[config.mk]
export PLATFORM = sky130hd
export DESIGN_NAME = image_loader
export DESIGN_NICKNAME = d
export VERILOG_FILES = /design/src/rtl/image_pkg.sv /design/src/rtl/byte_packer.sv /design/src/rtl/image_loader.sv
export SDC_FILE = /design/constraint.sdc
export NUM_CORES = 1
export LEC_CHECK = 0
export CORE_UTILIZATION = 40
export CTS_BUF_LIST = sky130_fd_sc_hd__clkbuf_4 sky130_fd_sc_hd__clkbuf_8
export CTS_CLUSTER_SIZE = 16
export DETAILED_ROUTE_END_ITERATION = 10
export GPL_TIMING_DRIVEN = 0
export PLACE_DENSITY = 0.69
export SYNTH_ARGS = -nofsm -noshare
export SYNTH_HDL_FRONTEND = slang
export SYNTH_SLANG_ARGS = --single-unit
[constraint.sdc]
create_clock -name clock -period 2.2 [get_ports clock]
set_clock_uncertainty 0.1 [all_clocks]
set_input_delay 0.66 -clock clock [delete_from_list [all_inputs] [get_ports clock]]
set_output_delay 0.66 -clock clock [all_outputs]
set_load 0.02 [all_outputs]
[src/rtl/image_pkg.sv]
// image_pkg: definitions shared by the image loader and its byte packer.
//   state_e    - loader FSM encoding (IDLE, LOAD, FLUSH, DONE)
//   LANE_W     - width of the byte-lane counter (four lanes per 32-bit word)
//   DEF_ADDR_W - default dmem word-address width
package image_pkg;

    typedef enum logic [1:0] {
        IDLE  = 2'd0,
        LOAD  = 2'd1,
        FLUSH = 2'd2,
        DONE  = 2'd3
    } state_e;

    localparam int LANE_W     = 2;
    localparam int DEF_ADDR_W = 12;

endpackage

[src/rtl/byte_packer.sv]
// byte_packer: assembles four accepted bytes into one little-endian 32-bit word.
// Ports:
//   clock       - system clock, rising edge
//   reset       - asynchronous active-low reset
//   clear_i     - restart packing at lane 0 (takes priority over accept_i)
//   accept_i    - a byte is consumed this cycle
//   byte_i      - byte to place in the current lane
//   word_o      - packed word including the byte being accepted this cycle
//   word_full_o - high in the cycle the lane-3 byte is accepted
module byte_packer
    import image_pkg::*;
(
    input  logic        clock,
    input  logic        reset,
    input  logic        clear_i,
    input  logic        accept_i,
    input  logic [7:0]  byte_i,
    output logic [31:0] word_o,
    output logic        word_full_o
);

    logic [LANE_W-1:0] lane_q, lane_d;
    logic [31:0]       data_q, data_d;

    always_comb begin
        // NOTE: every variable gets a default before any branch, so no path
        // leaves it unassigned and no latch is inferred.
        lane_d = lane_q;
        data_d = data_q;
        if (clear_i) begin
            lane_d = '0;
            data_d = '0;
        end else if (accept_i) begin
            lane_d                 = lane_q + 1'b1;  // wraps 3 -> 0 after a full word
            data_d[8*lane_q +: 8]  = byte_i;
        end
    end

    // The packed word is taken from the next-state value so the owner can
    // register it on the same edge that accepts the last byte.
    assign word_o      = data_d;
    assign word_full_o = accept_i && !clear_i && (lane_q == '1);

    always_ff @(posedge clock or negedge reset) begin
        // NOTE: clocked state uses non-blocking assignments so every register
        // samples the values from before the edge.
        if (!reset) begin
            lane_q <= '0;
            data_q <= '0;
        end else begin
            lane_q <= lane_d;
            data_q <= data_d;
        end
    end

endmodule

[src/rtl/image_loader.sv]
// image_loader: receives a valid/ready pixel byte stream, packs four bytes per
// 32-bit word and writes the words into dmem from BASE_ADDR upward while
// holding the processor in reset. The processor is released once IMG_WORDS
// words have been written.
// Optional feature: define IMAGE_LOADER_CHECKSUM_EN to build a running modulo
// 2^32 sum of written words on `checksum`; otherwise `checksum` is tied to 0.
// Ports:
//   clock, reset       - clock (rising edge), asynchronous active-low reset
//   start              - one-cycle pulse beginning a load (honoured in IDLE/DONE)
//   in_valid, in_data  - byte stream input
//   in_ready           - byte accepted when in_valid && in_ready
//   dmem_addr/data/wren- dmem write port, wren pulses once per word
//   proc_hold          - processor held in reset while high
//   done               - image complete, held until the next start
//   word_count         - words written since start
//   checksum           - running word sum (macro builds only)
module image_loader
    import image_pkg::*;
#(
    parameter int ADDR_W    = DEF_ADDR_W,
    parameter int BASE_ADDR = 0,
    parameter int IMG_WORDS = 1024
) (
    input  logic              clock,
    input  logic              reset,
    input  logic              start,
    input  logic              in_valid,
    input  logic [7:0]        in_data,
    output logic              in_ready,
    output logic [ADDR_W-1:0] dmem_addr,
    output logic [31:0]       dmem_data,
    output logic              dmem_wren,
    output logic              proc_hold,
    output logic              done,
    output logic [ADDR_W:0]   word_count,
    output logic [31:0]       checksum
);

    localparam logic [ADDR_W-1:0] BASE       = ADDR_W'(BASE_ADDR);
    localparam logic [ADDR_W:0]   LAST_COUNT = (ADDR_W+1)'(IMG_WORDS);

    state_e            state_q;
    logic              in_ready_q;
    logic              dmem_wren_q;
    logic              proc_hold_q;
    logic              done_q;
    logic [ADDR_W-1:0] dmem_addr_q;
    logic [31:0]       dmem_data_q;
    logic [ADDR_W:0]   word_count_q;

    logic              accept;
    logic              launch;
    logic              word_full;
    logic [31:0]       packed_word;
    logic [ADDR_W:0]   word_count_inc;

    // in_ready is only high in LOAD, so bytes offered elsewhere are never consumed.
    assign accept         = in_valid && in_ready_q;
    assign launch         = start && ((state_q == IDLE) || (state_q == DONE));
    assign word_count_inc = word_count_q + 1'b1;

    byte_packer u_packer (
        .clock       (clock),
        .reset       (reset),
        .clear_i     (launch),
        .accept_i    (accept),
        .byte_i      (in_data),
        .word_o      (packed_word),
        .word_full_o (word_full)
    );

    always_ff @(posedge clock or negedge reset) begin
        if (!reset) begin
            state_q      <= IDLE;
            in_ready_q   <= 1'b0;
            dmem_wren_q  <= 1'b0;
            proc_hold_q  <= 1'b1;
            done_q       <= 1'b0;
            dmem_addr_q  <= '0;
            dmem_data_q  <= '0;
            word_count_q <= '0;
        end else begin
            dmem_wren_q <= 1'b0;
            case (state_q)
                IDLE, DONE: begin
                    if (start) begin
                        state_q      <= LOAD;
                        in_ready_q   <= 1'b1;
                        proc_hold_q  <= 1'b1;
                        done_q       <= 1'b0;
                        word_count_q <= '0;
                    end
                end
                LOAD: begin
                    if (word_full) begin
                        state_q     <= FLUSH;
                        in_ready_q  <= 1'b0;
                        dmem_wren_q <= 1'b1;
                        dmem_addr_q <= BASE + word_count_q[ADDR_W-1:0];
                        dmem_data_q <= packed_word;
                    end
                end
                FLUSH: begin
                    word_count_q <= word_count_inc;
                    if (word_count_inc == LAST_COUNT) begin
                        state_q     <= DONE;
                        done_q      <= 1'b1;
                        proc_hold_q <= 1'b0;
                    end else begin
                        state_q    <= LOAD;
                        in_ready_q <= 1'b1;
                    end
                end
                default: state_q <= IDLE;
            endcase
        end
    end

    assign in_ready   = in_ready_q;
    assign dmem_wren  = dmem_wren_q;
    assign dmem_addr  = dmem_addr_q;
    assign dmem_data  = dmem_data_q;
    assign proc_hold  = proc_hold_q;
    assign done       = done_q;
    assign word_count = word_count_q;

`ifdef IMAGE_LOADER_CHECKSUM_EN
    logic [31:0] checksum_q;

    // The word being written is already in dmem_data_q during FLUSH.
    always_ff @(posedge clock or negedge reset) begin
        if (!reset) begin
            checksum_q <= '0;
        end else if (launch) begin
            checksum_q <= '0;
        end else if (state_q == FLUSH) begin
            checksum_q <= checksum_q + dmem_data_q;
        end
    end

    assign checksum = checksum_q;
`else
    assign checksum = 32'd0;
`endif

endmodule

# [Word level (Yosys, flattened, before mapping)]
# Index checks and enable logic that the tools add are counted.
[word_totals] inputBits=12 elab_cells=61 reg_bits=97
[op_classes] mux=22 eq_ne=9 reduce_logical=15 addsub=3 shift=2
[op_table] cell="$mux 32" count=2
[op_table] cell="$neg 5->34" count=1
[op_table] cell="$shift 8x34->32 const A" count=1
[op_table] cell="$shiftx 8x34->32" count=1
[op_table] cell="$bwmux 32" count=1
[op_table] cell="$pmux 13 s2" count=1
[op_table] cell="$add 13x1->13 const B" count=1
[op_table] cell="$eq 13x11->1 const B" count=1
[op_table] cell="$mux 13" count=1
[op_table] cell="$mux 2" count=5
[op_table] cell="$mux 1" count=8
[op_table] cell="$eq 2x2->1 const B" count=3
[op_table] cell="$ne 2x2->1 const B" count=3
[op_table] cell="$pmux 2 s3" count=1
[op_table] cell="$reduce_and 2->1" count=3
[op_table] cell="$reduce_and 3->1" count=2
[op_table] cell="$logic_and 1x1->1" count=4
[op_table] cell="$pmux 1 s2" count=2
[op_table] cell="$reduce_bool 2->1" count=2
[op_table] cell="$pmux 1 s3" count=1
[op_table] cell="$add 2x1->2 const B" count=1
[op_table] cell="$eq 2x1->1 const B" count=1
[op_table] cell="$logic_not 2->1" count=1
[op_table] cell="$ne 2x1->1 const B" count=1
[op_table] cell="3 further kinds" count=3

# [Depth between registers and ports, before layout]
# Gate-level depths: netlist of run 1.
[logic_depth] word_depth=8 depth_mapped=9

# [Modules after synthesis]
# From an unflattened synthesis of run 1, not the netlist that was laid out.
[unflattened] hier_cells=387 hier_area_um2=4719.5
[modules_own_cells] module="image_loader" cells_per_inst=272 area_each_um2=3169.3 n_inst=1 seq_area_each_um2=1577.8
[modules_own_cells] module="byte_packer" cells_per_inst=115 area_each_um2=1550.2 n_inst=1 seq_area_each_um2=850.8

# [Least setup slack after synthesis of run 1]
# No wires, ideal clock.
[synth_timing] path_type="register to register" start="reg word_count_q[0] (netlist: word_count[0])" end="reg in_ready_q (netlist: in_ready)" n_path_buf=1 setup_ns=0.126 stages_incl_launch_ff=8 arrival_time_ns=1.996 required_time_ns=1.974 path_slack_ns=-0.022 cell_sequence="dfrtp_1 -> ha_1 -> buf_2 -> nand3_1 -> or4_4 -> a22oi_2 -> and3_1 -> a211oi_2"
[synth_via] elab_chain_cells=4
[synth_rtl] element="start: declaration" line_no="image_loader.sv:49" source="logic [ADDR_W:0] word_count_q;"
[synth_rtl] element="start signal: assignment" line_no="image_loader.sv:104" source="word_count_q <= word_count_inc;"
[synth_rtl] element="$add 13x1->13" line_no="image_loader.sv:60" source="assign word_count_inc = word_count_q + 1'b1;"
[synth_rtl] element="$eq 13x11->1" line_no="image_loader.sv:105" source="if (word_count_inc == LAST_COUNT) begin"
[synth_rtl] element="$ne 2x2->1 (no line)"
[synth_rtl] element="$reduce_and 3->1 (no line)"
[synth_rtl] element="end signal: assignment" line_no="image_loader.sv:75" source="in_ready_q <= 1'b0;"
[synth_rtl] element="end signal: assignment" line_no="image_loader.sv:97" source="in_ready_q <= 1'b0;"
[synth_rtl] element="end signal: assignment" line_no="image_loader.sv:111" source="in_ready_q <= 1'b1;"
[synth_rtl] element="end: declaration" line_no="image_loader.sv:43" source="logic in_ready_q;"
# Every way passes these cells.
# A chain may end at the register's enable or synchronous reset.

# [Final worst setup path of run 1]
[layout_timing] start="reg dmem_data_q[17] (netlist: dmem_data[17])" end="out dmem_data[17]"
[layout_lines] element="start: declaration" line_no="image_loader.sv:48" source="logic [31:0] dmem_data_q;"
[layout_lines] element="start signal: assignment" line_no="image_loader.sv:100" source="dmem_data_q <= packed_word;"
[layout_lines] element="end: declaration" line_no="image_loader.sv:31" source="output logic [31:0] dmem_data,"
# No word-level cell between the ends.

==> metrics.yaml, run 1 <==
status: "finished, final reports clean"
reg2regPathDepth: 7
die_height_um: 107
p_sw_share_pct: 22.9
min_period_ps: 2130
grt_pass1_wl_um: 17700
crit_fanout: 2
place.gp.congestion: 0.817
grt_pass1_vias: 3507
syn_avg_cell_area_sq_um: 9.97
dieWidth_um: 107
ir_worst_vdd_uv: 256
finalInstanceArea_sq_um: 5840
multiInputGateArea_sq_um: 1820
rrSetupSlack_ps: 100
yosysSeqAreaShare_pct: 55.0
rows: 37
post-route-period-util_pct: 97.0
worst_pin_slew_ps: 568
cts_num_sinks: 97
instances_no_fill: 709
die_area_sq_um: 11500
cp-start-kind: "flip-flop"
setup_tns_ps: 0
io_buffers: 71
finalHoldViolCount: 0
path_cells: "clkdlybuf4s50_1"
setup_viol: 0
wl_per_cell_um: 15.1
pin_count: 105
postPlaceCellArea_sq_um: 5440
slowest_delay_ps: 620
seqPwrFrac_pct: 57.0
grt_usage_pct: 19.9
p_int_mw: 2.41
fin_nets: 590
crit_cells: 1
drt_first_iter_violations: 215
slew_violations: 0
root_buffer: "clkbuf_8"
hp-class: "in -> async"
synth_ff_type: "dfrtp_1"
clock_path_buffers: 2
hpwl_um: 7560
critPathSlowestCell: "clkdlybuf4s50_1"
path_clk_slew_ps: 90
ys_ff_latch: 97
cpLargestDelayFamily: "buffers and inverters"
grt_max_degree: 56
worstSetupStartpoint: "dmem_data[17]$_DFFE_PN0P_"
powerDensity_nw_per_um2: 535
fmax_ghz: 0.469
synthTopCellsByArea: "dfrtp_1 54%, nand2_1 7.1%, buf_4 5.4%, o21ai_0 5.0%, a22oi_1 4.6%"
critPathRequiredTime_ps: 1440
seq_area_sq_um: 2430
antenna_found_initial: 0
clk_latency_ps: 360
antenna_cells: 0
syn_to_final_growth_pct: 32.2
drv_cap: 0
pwr-share-clk_pct: 37.7
p_comb_share_pct: 5.3
vias: 3640
r2r_end: "in_ready$_DFFE_PN0P_"
path_buf_inv: 1
max_slew_margin_pct: 62.1
synth.distinct_cells: 48
leakagePower_nw: 2.90
async_reset_ff_share_pct: 100
path_class: "reg -> out"
drc: 0
wl_um: 10700
numPlacedInstances: 682
cts_tree: "yes"
drive_gt1_share_pct: 19.2
arrival_ps: 1370
p_switching_uw: 714
syn_inst: 443
cts_buffers: 9
critPathCaptureType: "output port"
yosys.area.top_type: "dfrtp_1"
fp.coreArea_sq_um: 10500
avgViaCountPerCell: 5.13
dr.pass1.iters: 6
yosysWarnings: 0
r2r-start: "word_count[0]$_DFFE_PN0P_"
ant_nets: 0
ctsHtreeMaxLevel: 3
fill_cells: 916
synthesis.area_sq_um: 4420
overflow: 0
synth_edf_count: 0
synth.top_cell.area_share_pct: 54.4
initial_core_util_pct: 42.0
## layer usage
layer  GRT usage, %  routed length, um  vias to the layer above
met2           31.5               5200                      132
li1               -                  -                     1715
met5              0                  0                        -
met3           4.86                670                       11
met1           27.2               4720                     1782
met4           5.68                116                        0
## state kept, by name, indices dropped and copies added (netlist names)
name	flops
u_packer.lane_q	2
proc_hold	1
in_ready	1
word_count	13
state_q	2
dmem_data	32
done	1
dmem_wren	1
dmem_addr	12
u_packer.data_q	32
## cells in the mapped netlist (all sizes together), types with 6 or more instances
cell type,instances
a22o,6
a22oi,28
and3,6
buf,40
clkbuf,14
dfrtp,96
ha,9
inv,8
nand2,84
nand3,12
nor2,41
o21ai,44
o31ai,6
## power by group through the flow
stage	Sequential (mW)	Clock (mW)	Combinational, mW
global placement	1.82	0	0.159
global route	1.78	1.28	0.181
CTS	1.78	1.20	0.166
floorplan	1.82	0	0.0932
detailed placement	1.82	0	0.166
finish	1.78	1.18	0.166
## placed cells by master, fill, tap and decap left out, types with 2 or more instances in the layout
cell type	n
clkbuf_2	3
ha_2	2
mux2_2	5
nand3_1	9
and2_1	3
o21ai_0	44
nor4b_4	2
dlygate4sd2_1	9
clkbuf_8	10
nand3_2	3
conb_1	32
buf_2	5
and3_1	5
a21oi_1	4
nor2_1	41
clkdlybuf4s50_1	58
clkbuf_1	7
nand2_1	84
xnor2_1	4
a22oi_1	27
inv_2	2
dlymetal6s2s_1	3
a22o_1	6
clkbuf_4	4
ha_1	6
dfrtp_1	91
o31ai_1	6
dfrtp_2	5
mux2i_1	2
buf_4	48
inv_1	5
a31oi_1	4
## timing repair
item / CTS / global route
pin swaps: 2 / 4
endpoints found under the setup margin: 89 / 59
hold buffers: 0 / 0
gates resized for setup: 27 / 20
buffers inserted: 10 / 3
## worst max-delay path by stage
stage / slack (ps) / end
after floorplan: 10 / dmem_data[31]$_DFFE_PN0P_
after global placement: -3430 / word_count[0]$_DFFE_PN0P_
after detailed placement: -630 / dmem_addr[6]$_DFFE_PN0P_
after CTS: 3 / in_ready$_DFFE_PN0P_
after global routing: -3 / state_q[0]$_DFFE_PN0P_
final: 70 / dmem_data[17]
## stage by stage
stage          total power, mW  hold WS, ps  setup slack [ps]  utilization, %
6_report                  3.12          187              65.7            55.6
5_1_grt                   3.24          206             -2.91            55.6
4_1_cts                   3.15          195              2.80            55.0
3_5_place_dp              1.98          368              -634            51.8
3_3_place_gp              1.98          363             -3430            51.5
2_1_floorplan             1.91          264              12.9               -
## final cells by class
type                            count  share of cell area [%]
Multi-Input combinational cell    315                    31.1
Timing Repair Buffer               85                    14.2
Buffer                             53                    6.09
Sequential cell                    97                    41.7
Clock inverter                      4                   0.900
Clock buffer                       11                    2.49
Inverter                            8                   0.579
Tap cell                          136                    2.91
## kinds of logic (layout without fill, tap and decap cells)
family / after synthesis / after routing / share of synthesized area [%]
simple gates: 162 / 162 / 16.7
compound gates: 101 / 101 / 14.9
flops: 97 / 97 / 55.0
buf+inv: 62 / 161 / 8.25
fa+ha+maj: 9 / 9 / 2.55
mux: 7 / 7 / 1.73
xor+xnor: 4 / 4 / 0.793
other cells: 1 / 32 / 0.0849
(Power assumes the default switching activity.)
==> run 2: changes to the inputs <==
--- a/constraint.sdc
+++ b/constraint.sdc
@@ -4,2 +4,2 @@
 set_output_delay 0.66 -clock clock [all_outputs]
-set_load 0.02 [all_outputs]
+set_load 0.05 [all_outputs]
==> run 2 against run 1 <==
Net effect:
- non-clock buffer count did not move
- power rose by 2.8%
- design area fell by 1.4%
- clock power barely moved
- utilization fell by 0.80 points
- sequential cell count did not move
- register-to-register slack barely moved
- critical path depth rose by 6
- die area did not move
- largest power group unchanged
==> metrics.yaml, run 2 (synthesis results as in run 1) <==
status: "finished, final reports clean"  # unchanged
drc: 0  # unchanged
fill_cells: 955  # was 916
fin_util_pct: 54.8  # was 55.6%
arrival_ps: 2260  # was 1370 ps
powerDensity_nw_per_um2: 558  # was 535 nW/um^2
rrSetupSlack_ps: 100  # about the same
r2r_end: "in_ready$_DFFE_PN0P_"  # unchanged
r2r-start: "word_count[0]$_DFFE_PN0P_"  # unchanged
die_area_sq_um: 11500  # unchanged
path_cells: "clkdlybuf4s50_1 -> and2_4 -> or3_4 -> buf_4 -> clkbuf_4 -> nand2_1 -> o21ai_0"  # was clkdlybuf4s50_1
cts_tree: "yes"  # unchanged
drt_first_iter_violations: 240  # was 215
crit_fanout: 10  # was 2
clock_path_buffers: 2  # unchanged
syn_to_final_growth_pct: 30.3  # was 32.2%
mostFrequentLayoutCells: "91 x dfrtp_1, 84 x nand2_1, 53 x dlygate4sd2_1, 48 x buf_4, 43 x o21ai_0"  # was 91 x dfrtp_1, 84 x nand2_1, 58 x clkdlybuf4s50_1, 48 x buf_4, 44 x o21ai_0
numPlacedInstances: 682  # unchanged
slew_violations: 0  # unchanged
dieWidth_um: 107  # unchanged
hold_buffers: 0  # unchanged
grt_pass1_vias: 3340  # was 3507
wl_um: 10600  # was 10700 um
io_buffers: 71  # unchanged
cts_num_sinks: 97  # unchanged
leakagePower_nw: 3.08  # was 2.90 nW
grt_max_degree: 71  # was 56
path_clk_slew_ps: 90  # about the same
reg2regPathDepth: 8  # was 7
clk_latency_ps: 360  # about the same
grt_pass1_wl_um: 17300  # was 17700 um
setup_slack_ps: 64.9  # was 65.7 ps
ant_nets: 0  # unchanged
critPathSlowestCell: "clkdlybuf4s50_1"  # unchanged
pin_count: 105  # unchanged
worst_pin_slew_ps: 554  # was 568 ps
cp-start-kind: "input port"  # was flip-flop
max_slew_margin_pct: 63.1  # was 62.1%
die_height_um: 107  # unchanged
drive_gt1_share_pct: 20.9  # was 19.2%
setup_viol: 0  # unchanged
root_buffer: "clkbuf_8"  # unchanged
critPathRequiredTime_ps: 2320  # was 1440 ps
final_common_cell: "dfrtp_1"  # unchanged
path_class: "in -> reg"  # was reg -> out
fmax_ghz: 0.468  # was 0.469 GHz
cts_buffers: 9  # unchanged
instances_no_fill: 710  # was 709
rsz0062_at_grt: "no"
avgViaCountPerCell: 5.09  # was 5.13
overflow: 0  # unchanged
place.gp.congestion: 0.819  # was 0.817
critPathCaptureType: "flip-flop"  # was output port
fin_nets: 590  # unchanged
wl_per_cell_um: 14.9  # was 15.1 um
dp_slack_ps: -616  # was -634 ps
rows: 37  # unchanged
grt_usage_pct: 19.5  # was 19.9%
post-route-period-util_pct: 97.1  # was 97.0%
fp.coreArea_sq_um: 10500  # unchanged
ctsHtreeMaxLevel: 3  # unchanged
slowest_delay_ps: 450  # was 620 ps
drv_cap: 0  # unchanged
antenna_cells: 0  # unchanged
antenna_found_initial: 0  # unchanged
hpwl_um: 7500  # was 7560 um
vias: 3614  # was 3640
finalHoldViolCount: 0  # unchanged
ir_worst_vdd_uv: 273  # was 256 uV
hp-class: "in -> async"  # unchanged
min_period_ps: 2140  # was 2130 ps
initial_core_util_pct: 42.0  # unchanged
dr.pass1.iters: 5  # was 6
run 2: cell types whose count changed in the layout (fill, tap and decap cells not counted), sizes merged:
cell | before | now
clkdlybuf4s50 | 58 | 9
dlygate4sd2 | 9 | 53
clkbuf | 24 | 33
clkdlybuf4s15 | 0 | 3
dlymetal6s2s | 3 | 0
buf | 55 | 54
clkinv | 2 | 1
clkinvlp | 1 | 0
run 2: worst max path at each step:
stage | start | to | slack (ps) | depth (start not counted)
final | start | dmem_data[0]$_DFFE_PN0P_ | 60 | 7
after global routing | start | dmem_addr[5]$_DFFE_PN0P_ | 2 | 7
after CTS | word_count[8]$_DFFE_PN0P_ | word_count[8] | 2 | 1
after detailed placement | start | dmem_data[15]$_DFFE_PN0P_ | -620 | 7
after global placement | reset | word_count[3]$_DFFE_PN0P_ | -3420 | 1
after floorplan | word_count[0]$_DFFE_PN0P_ | in_ready$_DFFE_PN0P_ | 2 | 7
run 2: layer usage:
metal / GRT usage, % / vias up / wire length, um / part of all wire [%]
met4: 5.87 / 0 / 119 / 1.1
met2: 30.3 / 129 / 5140 / 49
met5: 0 / - / 0 / 0
li1: - / 1723 / - / -
met1: 27.6 / 1753 / 4760 / 45
met3: 3.65 / 9 / 564 / 5.3
run 2: cell type report:
| class | count | area, sq um | area share, % |
|---|---|---|---|
| Clock inverter | 2 | 38.8 | 0.674 |
| Timing Repair Buffer | 85 | 746 | 13.0 |
| Inverter | 8 | 30.0 | 0.522 |
| Sequential cell | 97 | 2430 | 42.3 |
| Tap cell | 136 | 170 | 2.96 |
| Buffer | 53 | 352 | 6.11 |
| Clock buffer | 14 | 161 | 2.80 |
| Multi-Input combinational cell | 315 | 1820 | 31.7 |
run 2: repair_timing:
item,4_1_cts,5_1_grt
setup buffers,5,8
resized for setup,83,25
endpoints found under the hold margin,0,0
setup endpoints to repair,140,57
pin swaps,1,2
run 2: through the flow:
stage	total power, mW	cell area [sq um]	setup TNS (ps)	hold slack (ps)
after floorplan	1.98	4550	0	264
after global placement	2.05	5430	-330470	363
after detailed placement	2.05	5450	-33630	362
after CTS	3.22	5690	0	113
after global routing	3.32	5750	0	123
final	3.21	5750	0	110
run 2: worst max-delay path, delay by kind of cell:
| kind | cells | cell delay (ps) |
|---|---|---|
| AO/OA/AOI/OAI | 1 | 90 |
| buffers and inverters | 3 | 840 |
| AND/OR/NAND/NOR | 3 | 670 |
run 2: power breakdown:
part / internal, mW / total, mW / switching, mW / leakage [nW]
registers: 1.78 / 1.78 / 0 / 1.33
logic: 0.0605 / 0.236 / 0.176 / 1.64
clock network: 0.594 / 1.19 / 0.599 / 0.106
total: 2.44 / 3.21 / 0.775 / 3.08
